`src/rtl/mc_ctrl_pkg.sv`:
```
// Shared encodings for the multi-cycle MIPS control FSM: state codes, opcodes
// and the select codes driven onto the datapath muxes and ALU control unit.
package mc_ctrl_pkg;

  typedef enum logic [3:0] {
    FETCH     = 4'd0,
    DECODE    = 4'd1,
    MEM_ADDR  = 4'd2,
    MEM_RD    = 4'd3,
    MEM_WB    = 4'd4,
    MEM_WR    = 4'd5,
    R_EXEC    = 4'd6,
    R_WB      = 4'd7,
    BEQ       = 4'd8,
    JUMP      = 4'd9,
    ADDI_EXEC = 4'd10,
    ADDI_WB   = 4'd11
  } state_t;

  localparam logic [5:0] OP_RTYPE = 6'b000000;
  localparam logic [5:0] OP_LW    = 6'b100011;
  localparam logic [5:0] OP_SW    = 6'b101011;
  localparam logic [5:0] OP_BEQ   = 6'b000100;
  localparam logic [5:0] OP_J     = 6'b000010;
  localparam logic [5:0] OP_ADDI  = 6'b001000;

  localparam logic [1:0] ALU_OP_ADD   = 2'b00;
  localparam logic [1:0] ALU_OP_SUB   = 2'b01;
  localparam logic [1:0] ALU_OP_FUNCT = 2'b10;

  localparam logic [1:0] SRC_B_REG      = 2'b00;
  localparam logic [1:0] SRC_B_FOUR     = 2'b01;
  localparam logic [1:0] SRC_B_IMM      = 2'b10;
  localparam logic [1:0] SRC_B_IMM_SHL2 = 2'b11;

  localparam logic [1:0] PC_SRC_ALU    = 2'b00;
  localparam logic [1:0] PC_SRC_ALUOUT = 2'b01;
  localparam logic [1:0] PC_SRC_JUMP   = 2'b10;

  typedef struct packed {
    logic       pc_write;
    logic       pc_write_cond;
    logic       i_or_d;
    logic       mem_read;
    logic       mem_write;
    logic       ir_write;
    logic       mem_to_reg;
    logic       reg_dst;
    logic       reg_write;
    logic       alu_src_a;
    logic [1:0] alu_src_b;
    logic [1:0] alu_op;
    logic [1:0] pc_source;
  } ctrl_t;

endpackage

```
`src/rtl/mc_control_fsm.sv`:
```
// Multi-cycle MIPS main control FSM: sequences fetch/decode/execute/writeback,
// drives datapath controls from the registered state and counts retirements.
module mc_control_fsm
  import mc_ctrl_pkg::*;
(
  input  logic        clk,
  input  logic        rst,
  input  logic [5:0]  instr_op,
  input  logic        mem_ready,
  output logic        pc_write,
  output logic        pc_write_cond,
  output logic        i_or_d,
  output logic        mem_read,
  output logic        mem_write,
  output logic        ir_write,
  output logic        mem_to_reg,
  output logic        reg_dst,
  output logic        reg_write,
  output logic        alu_src_a,
  output logic [1:0]  alu_src_b,
  output logic [1:0]  alu_op,
  output logic [1:0]  pc_source,
  output logic [3:0]  state,
  output logic        instr_done,
  output logic        illegal_op,
  output logic [15:0] retired_cnt
);

  state_t      state_q, state_d;
  ctrl_t       ctrl, ctrl_out;
  logic        retire, illegal;
  logic        done_q;
  logic [15:0] cnt_q;

  // NOTE: sequential state uses non-blocking assignments so every flop samples pre-edge values.
  always_ff @(posedge clk) begin
    if (rst) begin
      state_q <= FETCH;
      done_q  <= 1'b0;
      cnt_q   <= '0;
    end else begin
      state_q <= state_d;
      done_q  <= retire;
      cnt_q   <= cnt_q + 16'(retire);
    end
  end

  // NOTE: every variable gets a default first so no path through the case infers a latch.
  always_comb begin
    state_d = state_q;
    ctrl    = '0;
    retire  = 1'b0;
    illegal = 1'b0;
    unique case (state_q)
      FETCH: begin
        ctrl.mem_read  = 1'b1;
        ctrl.alu_src_b = SRC_B_FOUR;
        ctrl.alu_op    = ALU_OP_ADD;
        ctrl.pc_source = PC_SRC_ALU;
        ctrl.ir_write  = mem_ready;
        ctrl.pc_write  = mem_ready;
        if (mem_ready) state_d = DECODE;
      end
      DECODE: begin
        ctrl.alu_src_b = SRC_B_IMM_SHL2;
        case (instr_op)
          OP_LW, OP_SW: state_d = MEM_ADDR;
          OP_RTYPE:     state_d = R_EXEC;
          OP_BEQ:       state_d = BEQ;
          OP_J:         state_d = JUMP;
          OP_ADDI:      state_d = ADDI_EXEC;
          default: begin
            illegal = 1'b1;
            state_d = FETCH;
          end
        endcase
      end
      MEM_ADDR: begin
        ctrl.alu_src_a = 1'b1;
        ctrl.alu_src_b = SRC_B_IMM;
        state_d        = (instr_op == OP_SW) ? MEM_WR : MEM_RD;
      end
      MEM_RD: begin
        ctrl.mem_read = 1'b1;
        ctrl.i_or_d   = 1'b1;
        if (mem_ready) state_d = MEM_WB;
      end
      MEM_WB: begin
        ctrl.reg_write  = 1'b1;
        ctrl.mem_to_reg = 1'b1;
        retire          = 1'b1;
        state_d         = FETCH;
      end
      MEM_WR: begin
        ctrl.mem_write = 1'b1;
        ctrl.i_or_d    = 1'b1;
        if (mem_ready) begin
          retire  = 1'b1;
          state_d = FETCH;
        end
      end
      R_EXEC: begin
        ctrl.alu_src_a = 1'b1;
        ctrl.alu_src_b = SRC_B_REG;
        ctrl.alu_op    = ALU_OP_FUNCT;
        state_d        = R_WB;
      end
      R_WB: begin
        ctrl.reg_write = 1'b1;
        ctrl.reg_dst   = 1'b1;
        retire         = 1'b1;
        state_d        = FETCH;
      end
      BEQ: begin
        ctrl.alu_src_a     = 1'b1;
        ctrl.alu_src_b     = SRC_B_REG;
        ctrl.alu_op        = ALU_OP_SUB;
        ctrl.pc_write_cond = 1'b1;
        ctrl.pc_source     = PC_SRC_ALUOUT;
        retire             = 1'b1;
        state_d            = FETCH;
      end
      JUMP: begin
        ctrl.pc_write  = 1'b1;
        ctrl.pc_source = PC_SRC_JUMP;
        retire         = 1'b1;
        state_d        = FETCH;
      end
      ADDI_EXEC: begin
        ctrl.alu_src_a = 1'b1;
        ctrl.alu_src_b = SRC_B_IMM;
        ctrl.alu_op    = ALU_OP_ADD;
        state_d        = ADDI_WB;
      end
      ADDI_WB: begin
        ctrl.reg_write = 1'b1;
        retire         = 1'b1;
        state_d        = FETCH;
      end
      default: state_d = FETCH;
    endcase
  end

  // Reset is synchronous, so outputs are forced quiet for the whole time rst is high.
  assign ctrl_out      = rst ? '0 : ctrl;
  assign pc_write      = ctrl_out.pc_write;
  assign pc_write_cond = ctrl_out.pc_write_cond;
  assign i_or_d        = ctrl_out.i_or_d;
  assign mem_read      = ctrl_out.mem_read;
  assign mem_write     = ctrl_out.mem_write;
  assign ir_write      = ctrl_out.ir_write;
  assign mem_to_reg    = ctrl_out.mem_to_reg;
  assign reg_dst       = ctrl_out.reg_dst;
  assign reg_write     = ctrl_out.reg_write;
  assign alu_src_a     = ctrl_out.alu_src_a;
  assign alu_src_b     = ctrl_out.alu_src_b;
  assign alu_op        = ctrl_out.alu_op;
  assign pc_source     = ctrl_out.pc_source;
  assign state         = state_q;
  assign instr_done    = done_q & ~rst;
  assign illegal_op    = illegal & ~rst;
  assign retired_cnt   = rst ? '0 : cnt_q;

endmodule

```
`config.mk`:
```
export PLATFORM = sky130hd
export DESIGN_NAME = mc_control_fsm
export DESIGN_NICKNAME = d
export VERILOG_FILES = /design/src/rtl/mc_ctrl_pkg.sv /design/src/rtl/mc_control_fsm.sv
export SDC_FILE = /design/constraint.sdc
export NUM_CORES = 1
export LEC_CHECK = 0
export CAP_MARGIN = 20
export CORE_ASPECT_RATIO = 0.9
export CORE_MARGIN = 2
export CORE_UTILIZATION = 40
export CTS_CLUSTER_DIAMETER = 50
export DETAILED_ROUTE_END_ITERATION = 12
export PLACE_DENSITY = 0.75
export SYNTH_ARGS = -nofsm -noshare
export SYNTH_HDL_FRONTEND = slang
export SYNTH_SLANG_ARGS = --single-unit
```
`constraint.sdc`:
```
create_clock -name clk -period 2.1 [get_ports clk]
set_clock_uncertainty 0.15 [all_clocks]
set_input_delay 0.42 -clock clk [delete_from_list [all_inputs] [get_ports clk]]
set_output_delay 0.42 -clock clk [all_outputs]
set_load 0.02 [all_outputs]
```
==> impl_metrics.sql, run 1 <==
INSERT INTO impl_metrics (metric_group, metric, value, unit) VALUES
('min_path', 'min_to', 'cnt_q[7]', ''),
('yosys', 'synth_compound_area_frac', '0.129', ''),
('critical_path', 'r2r_start', 'state[0]', ''),
('yosys', 'synth_xor_area_frac', '0.0787', ''),
('placed_design', 'gp_congestion', '0.862', ''),
('routing', 'routed-via-count', '1665', ''),
('min_path', 'min_from', 'cnt_q[7]', ''),
('sta', 'final-setup-viol-count', '3', ''),
('status', 'violated_checks', 'negative setup slack', ''),
('clocking', 'insertion_delay', '260', 'ps'),
('critical_path', 'worstPathArrival', '1590', 'ps'),
('yosys', 'library_cell_occupying_the_most_area_in_the_post_synthesis_netlist', 'dfxtp_1', ''),
('yosys', 'ys_top_cells_by_area', 'dfxtp_1 (31%), nor2b_1 (10%), nor2_1 (6.2%)', ''),
('sta', 'timing.setup.tns', '-103', 'ps'),
('status', 'outcome', 'complete, but fails checks', ''),
('die', 'fp.dieW', '64.9', 'um'),
('finish', 'layout.nets', '270', ''),
('die', 'initial_core_utilization', '0.429', ''),
('clocking', 'cts-hold-fix-buffers', '0', ''),
('yosys', 'fraction_of_synthesized_area_in_multiplexers', '0', ''),
('sta', 'rsz0062_at_grt', 'true', ''),
('yosys', 'synth.avg_cell_area', '7.72', 'um^2'),
('sta', 'drv_slew', '0', ''),
('global_route', 'globalRouteTotalUtil', '0.246', ''),
('routing', 'drt_wl_total', '5170', 'um'),
('clocking', 'cts_sinks', '21', ''),
('yosys', 'syn_inst', '173', ''),
('min_path', 'worstHoldPathType', 'reg2reg', ''),
('routing', 'drtIter0Drc', '133', ''),
('sta', 'transition_time_at_the_pin_with_the_least_slew_margin', '563', 'ps'),
('critical_path', 'timing_worst_setup_path_type', 'in2out', ''),
('die', 'fp.coreArea', '3110', 'um^2'),
('yosys', 'dominant_combinational_cell_family_by_area_after_synthesis', 'simple AND/OR/NAND/NOR gates', ''),
('clocking', 'cts.path.max_buffers', '2', ''),
('die', 'io_pins', '47', ''),
('routing', 'route.detailed.wl_per_inst', '17.2', 'um'),
('clocking', 'clkTransAtPathRegs', '80', 'ps'),
('finish', 'drive_gt1_frac', '0.473', ''),
('yosys', 'synth-simple-area-share', '0.415', ''),
('routing', 'detailedRoute.firstPassIterationCount', '4', ''),
('finish', 'antenna_cells_inserted', '0', ''),
('pwr', 'seqPwrFrac', '0.484', ''),
('routing', 'vias_per_cell', '5.55', ''),
('sta', 'hold_violations', '0', ''),
('yosys', 'yosysTopAreaCellShare', '0.315', ''),
('critical_path', 'rr_worst_depth', '7', ''),
('sta', 'min_period', '2160', 'ps'),
('clocking', 'cts_tree', 'built', ''),
('global_route', 'pin_count_of_the_biggest_net_entering_global_routing', '40', ''),
('yosys', 'synth_area', '1340', 'um^2'),
('pwr', 'leakagePower', '1.05', 'nW'),
('critical_path', 'critical_path_required', '1530', 'ps'),
('die', 'die-area', '3820', 'um^2'),
('global_route', 'grt_pass1_wl', '7360', 'um'),
('finish', 'final_cell_mix', 'buf_4 (45), nor2_1 (21), nor2b_1 (20), dfxtp_1 (17), clkbuf_2 (16)', ''),
('yosys', 'synth_seq_cells', '21', ''),
('sta', 'fin_ws', '-60.3', 'ps'),
('run', 'max_cap_violations', '0', ''),
('pwr', 'combPwrFrac', '0.193', ''),
('global_route', 'antenna_found_initial', '0', ''),
('sta', 'fmax', '463', 'MHz'),
('critical_path', 'cp-start-kind', 'input port', ''),
('pwr', 'switching_share', '0.265', ''),
('sta', 'slew_headroom', '0.623', ''),
('pwr', 'cellPowerDensity', '349', 'nW/um^2'),
('die', 'rows', '19', ''),
('clocking', 'cts_root_buffer', 'clkbuf_8', ''),
('clocking', 'htree_num_levels', '1', ''),
('sta', 'final.period_utilization', '1.03', ''),
('pwr', 'power_report.internal_total', '0.607', 'mW'),
('yosys', 'syn-num-nets', '184', '');
==> state kept, by name (all words and copies together) (netlist names) <==
register and count:
done_q 1, state 4, cnt_q 16
==> critical path, cell delays in order <==
cell and delay (ps):
clkdlybuf4s15_1 200, or4_4 560, nor3_4 170, nor4_2 70
buf_4 170
==> final cells by class <==
cell class,instances,area [um^2]
sequential,21,430
clock buffer,3,41.3
clock inverter,1,5.00
multi-input combinational,139,1110
tap,42,52.6
timing repair buffer,92,719
fill,226,749
inverter,2,7.51
==> routing by layer <==
layer / track usage / up-vias / part of all wire
met5: 0 / - / 0
li1: - / 780 / -
met4: 0.0760 / 0 / 0.028
met3: 0.0707 / 21 / 0.073
met2: 0.401 / 82 / 0.48
met1: 0.318 / 782 / 0.42
==> cells in the mapped netlist <==
cell / count
xnor2_1: 8
nand2b_1: 5
a31oi_1: 1
dfxtp_1: 21
or4_1: 1
a211oi_1: 3
nand3_2: 1
o21ba_2: 1
and3_1: 4
buf_4: 2
o22a_1: 1
a32o_1: 1
nand4_1: 3
clkbuf_1: 6
or3_1: 4
buf_2: 2
buf_1: 1
nor4_1: 7
a21o_1: 1
a2111oi_0: 1
o32a_1: 1
or3b_2: 1
or4_4: 1
xor2_1: 4
o22ai_1: 1
nor3_1: 12
nor2_1: 22
nand3_1: 5
nor3_2: 1
nor2b_1: 22
a21oi_1: 5
inv_1: 2
ha_1: 2
o211ai_1: 2
o21ai_0: 7
o21bai_1: 1
nand4_4: 1
or2_2: 1
nand2_1: 8
==> cell families after synthesis <==
group | after synthesis
and+or+nand+nor | 99
DFF | 21
buffers and inverters | 13
adders and majority gates | 2
AOI/OAI and AO/OA | 26
xor gates and xnor gates | 12
==> per-stage QoR <==
step	utilization	instance area [um^2]	std cells	worst slack (ps)	hold WS, ps
finish	0.759	2360	300	-60.3	401
floorplan	-	1410	173	6.31	347
global placement	0.695	2160	289	-718	362
global route	0.759	2360	300	-103	424
detailed placement	0.695	2160	289	-800	376
CTS	0.747	2330	298	-192	395
==> timing repair <==
item,CTS,global route
endpoints found under the setup margin,49,44
pin swaps,11,11
resized for setup,118,67
setup buffers,5,2
gates cloned,0,1
==> power groups by stage <==
stage	clock network, mW	registers [mW]	logic, mW
2_1_floorplan	0	0.413	0.0553
3_3_place_gp	0	0.411	0.134
3_5_place_dp	0	0.411	0.138
4_1_cts	0.274	0.400	0.142
5_1_grt	0.300	0.401	0.168
6_report	0.266	0.400	0.160
==> worst max path at each step <==
| stage | slack (ps) | end | startpoint | cells after the start |
|---|---|---|---|---|
| 4_1_cts | -190 | illegal_op | instr_op[1] | 6 |
| 6_report | -60 | illegal_op | instr_op[5] | 5 |
| 2_1_floorplan | 6 | cnt_q[14] | mem_ready | 9 |
| 3_3_place_gp | -720 | illegal_op | instr_op[2] | 5 |
| 3_5_place_dp | -800 | illegal_op | instr_op[2] | 5 |
| 5_1_grt | -100 | reg_write | state[2] | 5 |
Note: power is estimated with default switching activity, not from simulation.
==> run 2: changes to the inputs <==
--- a/config.mk
+++ b/config.mk
@@ -15,3 +15,4 @@
 export SYNTH_ARGS = -nofsm -noshare
 export SYNTH_HDL_FRONTEND = slang
 export SYNTH_SLANG_ARGS = --single-unit
+export TNS_END_PERCENT = 30
==> impl_metrics.sql, run 2 (same netlist as run 1, synthesis figures left out) <==
INSERT INTO impl_metrics (metric_group, metric, value, unit) VALUES
('status', 'outcome', 'complete, but fails checks', ''),
('status', 'violated_checks', 'negative setup slack', ''),
('pwr', 'vdd_ir_drop_max', '0.351', 'mV'),
('routing', 'vias_per_cell', '5.50', ''),
('global_route', 'antenna_found_initial', '0', ''),
('critical_path', 'reg2reg_setup_slack', '-60', 'ps'),
('pwr', 'clock_power_share', '0.325', ''),
('die', 'rows', '19', ''),
('pwr', 'combPwrFrac', '0.172', ''),
('global_route', 'globalRouteTotalUtil', '0.213', ''),
('min_path', 'min_from', 'cnt_q[10]', ''),
('routing', 'drtIter0Drc', '86', ''),
('routing', 'routed-via-count', '1623', ''),
('critical_path', 'rr_worst_depth', '8', ''),
('finish', 'max_ffs_per_register', '16', ''),
('sta', 'min_period', '2160', 'ps'),
('finish', 'antenna_cells_inserted', '0', ''),
('finish', 'most_common_cell_after_layout_fill_and_taps_aside', 'buf_4', ''),
('clocking', 'cts.path.max_buffers', '2', ''),
('die', 'die_h', '58.8', 'um'),
('min_path', 'worstHoldPathType', 'reg2reg', ''),
('pwr', 'report.power.total', '0.796', 'mW'),
('pwr', 'power_report.internal_total', '0.598', 'mW'),
('routing', 'remaining_drc_errors', '0', ''),
('die', 'initial_core_utilization', '0.429', ''),
('finish', 'layout.nets', '265', ''),
('placed_design', 'dp_hpwl', '2990', 'um'),
('sta', 'timing.setup.tns', '-221', 'ps'),
('die', 'fp.coreArea', '3110', 'um^2'),
('pwr', 'netSwitchingPower', '0.198', 'mW'),
('sta', 'fin_ws', '-56.7', 'ps'),
('sta', 'final.period_utilization', '1.03', ''),
('finish', 'finalCoreUtilization', '0.728', ''),
('clocking', 'htree_num_levels', '1', ''),
('finish', 'final_cell_mix', 'buf_4 (39), nor2b_1 (21), nor2_1 (21), dlygate4sd2_1 (19), dfxtp_1 (17)', ''),
('finish', 'biggest_register', 'cnt_q', ''),
('sta', 'drv_slew', '0', ''),
('finish', 'drive_gt1_frac', '0.415', ''),
('pwr', 'leakagePower', '1.01', 'nW'),
('clocking', 'clkTransAtPathRegs', '70', 'ps'),
('critical_path', 'worstSetupStartpoint', 'state[0]', ''),
('critical_path', 'worst_r2r_endpoint', 'cnt_q[15]', ''),
('global_route', 'pin_count_of_the_biggest_net_entering_global_routing', '31', ''),
('run', 'max_cap_violations', '0', ''),
('sta', 'fmax', '464', 'MHz'),
('clocking', 'tritoncts.num_buffers', '3', ''),
('clocking', 'cts_root_buffer', 'clkbuf_8', ''),
('critical_path', 'crit_fanout', '5', ''),
('pwr', 'switching_share', '0.249', ''),
('sta', 'hold_violations', '0', ''),
('die', 'die-area', '3820', 'um^2'),
('global_route', 'first_global_vias', '1490', ''),
('routing', 'detailedRoute.firstPassIterationCount', '4', ''),
('finish', 'finalNonFillerCells', '295', ''),
('min_path', 'min_path_cells', '2', ''),
('sta', 'post_route_hold_slack', '409', 'ps'),
('critical_path', 'cp-start-kind', 'register', ''),
('die', 'fp.dieW', '64.9', 'um'),
('critical_path', 'timing_worst_setup_path_type', 'reg2reg', ''),
('global_route', 'gr-total-overflow', '0', ''),
('routing', 'route.detailed.wl_per_inst', '15.0', 'um'),
('routing', 'final_antenna_net_count', '0', ''),
('critical_path', 'worstPathArrival', '2170', 'ps'),
('die', 'io_pins', '47', ''),
('sta', 'transition_time_at_the_pin_with_the_least_slew_margin', '402', 'ps'),
('placed_design', 'gp_congestion', '0.908', ''),
('clocking', 'cts_tree', 'built', ''),
('critical_path', 'critical_path_required', '2110', 'ps'),
('sta', 'rsz0062_at_grt', 'true', ''),
('critical_path', 'r2r_start', 'state[0]', ''),
('sta', 'slew_headroom', '0.731', ''),
('placed_design', 'numPlacedInstances', '286', ''),
('min_path', 'min_to', 'cnt_q[10]', ''),
('clocking', 'insertion_delay', '260', 'ps'),
('routing', 'drt_wl_total', '4420', 'um'),
('clocking', 'cts_sinks', '21', ''),
('global_route', 'grt_pass1_wl', '6510', 'um'),
('pwr', 'cellPowerDensity', '351', 'nW/um^2'),
('sta', 'final-setup-viol-count', '8', ''),
('critical_path', 'crit_path_end_kind', 'register', ''),
('pwr', 'seqPwrFrac', '0.503', ''),
('finish', 'layout-area-overhead-vs-synth', '69.8', '%'),
('placed_design', 'place.port_buffers', '46', '');
[run 2: routing by layer]
metal,wire [um],GRT usage
met1,1960,0.268
met2,2170,0.377
met3,246,0.0402
met4,36,0.0547
met5,0,0
[run 2: area by class of cell]
type | instances | area [um^2]
Timing Repair Buffer | 87 | 704
Fill cell | 244 | 846
Inverter | 2 | 7.51
Multi-Input combinational cell | 139 | 1030
Sequential cell | 21 | 430
Tap cell | 42 | 52.6
Clock buffer | 4 | 45.0
[run 2: worst max-delay path by stage]
stage | to | slack (ps) | depth (start not counted)
floorplan | cnt_q[14] | -80 | 9
global placement | illegal_op | -740 | 5
detailed placement | illegal_op | -810 | 5
CTS | cnt_q[15] | -90 | 8
global route | cnt_q[6] | -160 | 8
finish | cnt_q[15] | -60 | 8
[run 2: power groups by stage]
stage	sequential [mW]	combinational [mW]	clock, mW
floorplan	0.413	0.0551	0
global placement	0.409	0.129	0
detailed placement	0.409	0.133	0
CTS	0.400	0.130	0.266
global route	0.401	0.145	0.284
finish	0.400	0.137	0.258
[run 2: timing repair]
action                     in CTS  in global routing
setup endpoints to repair      49                 29
setup buffers                   3                  2
hold buffers                    0                  0
pin swaps                       8                 13
resized for setup             100                 42
[run 2: metrics by stage]
stage | setup WS, ps | cell area [um^2]
after floorplan | -77.0 | 1400
after global placement | -742 | 2120
after detailed placement | -815 | 2120
after CTS | -88.3 | 2190
after global routing | -161 | 2270
final | -56.7 | 2270
[run 2: critical path, stage by stage, from the launching register on]
cell	delay, ps
dfxtp_4	350
or3b_4	250
a21oi_2	60
a211oi_2	190
ha_2	240
buf_6	100
nand3_4	100
or4_4	440
a21o_1	190
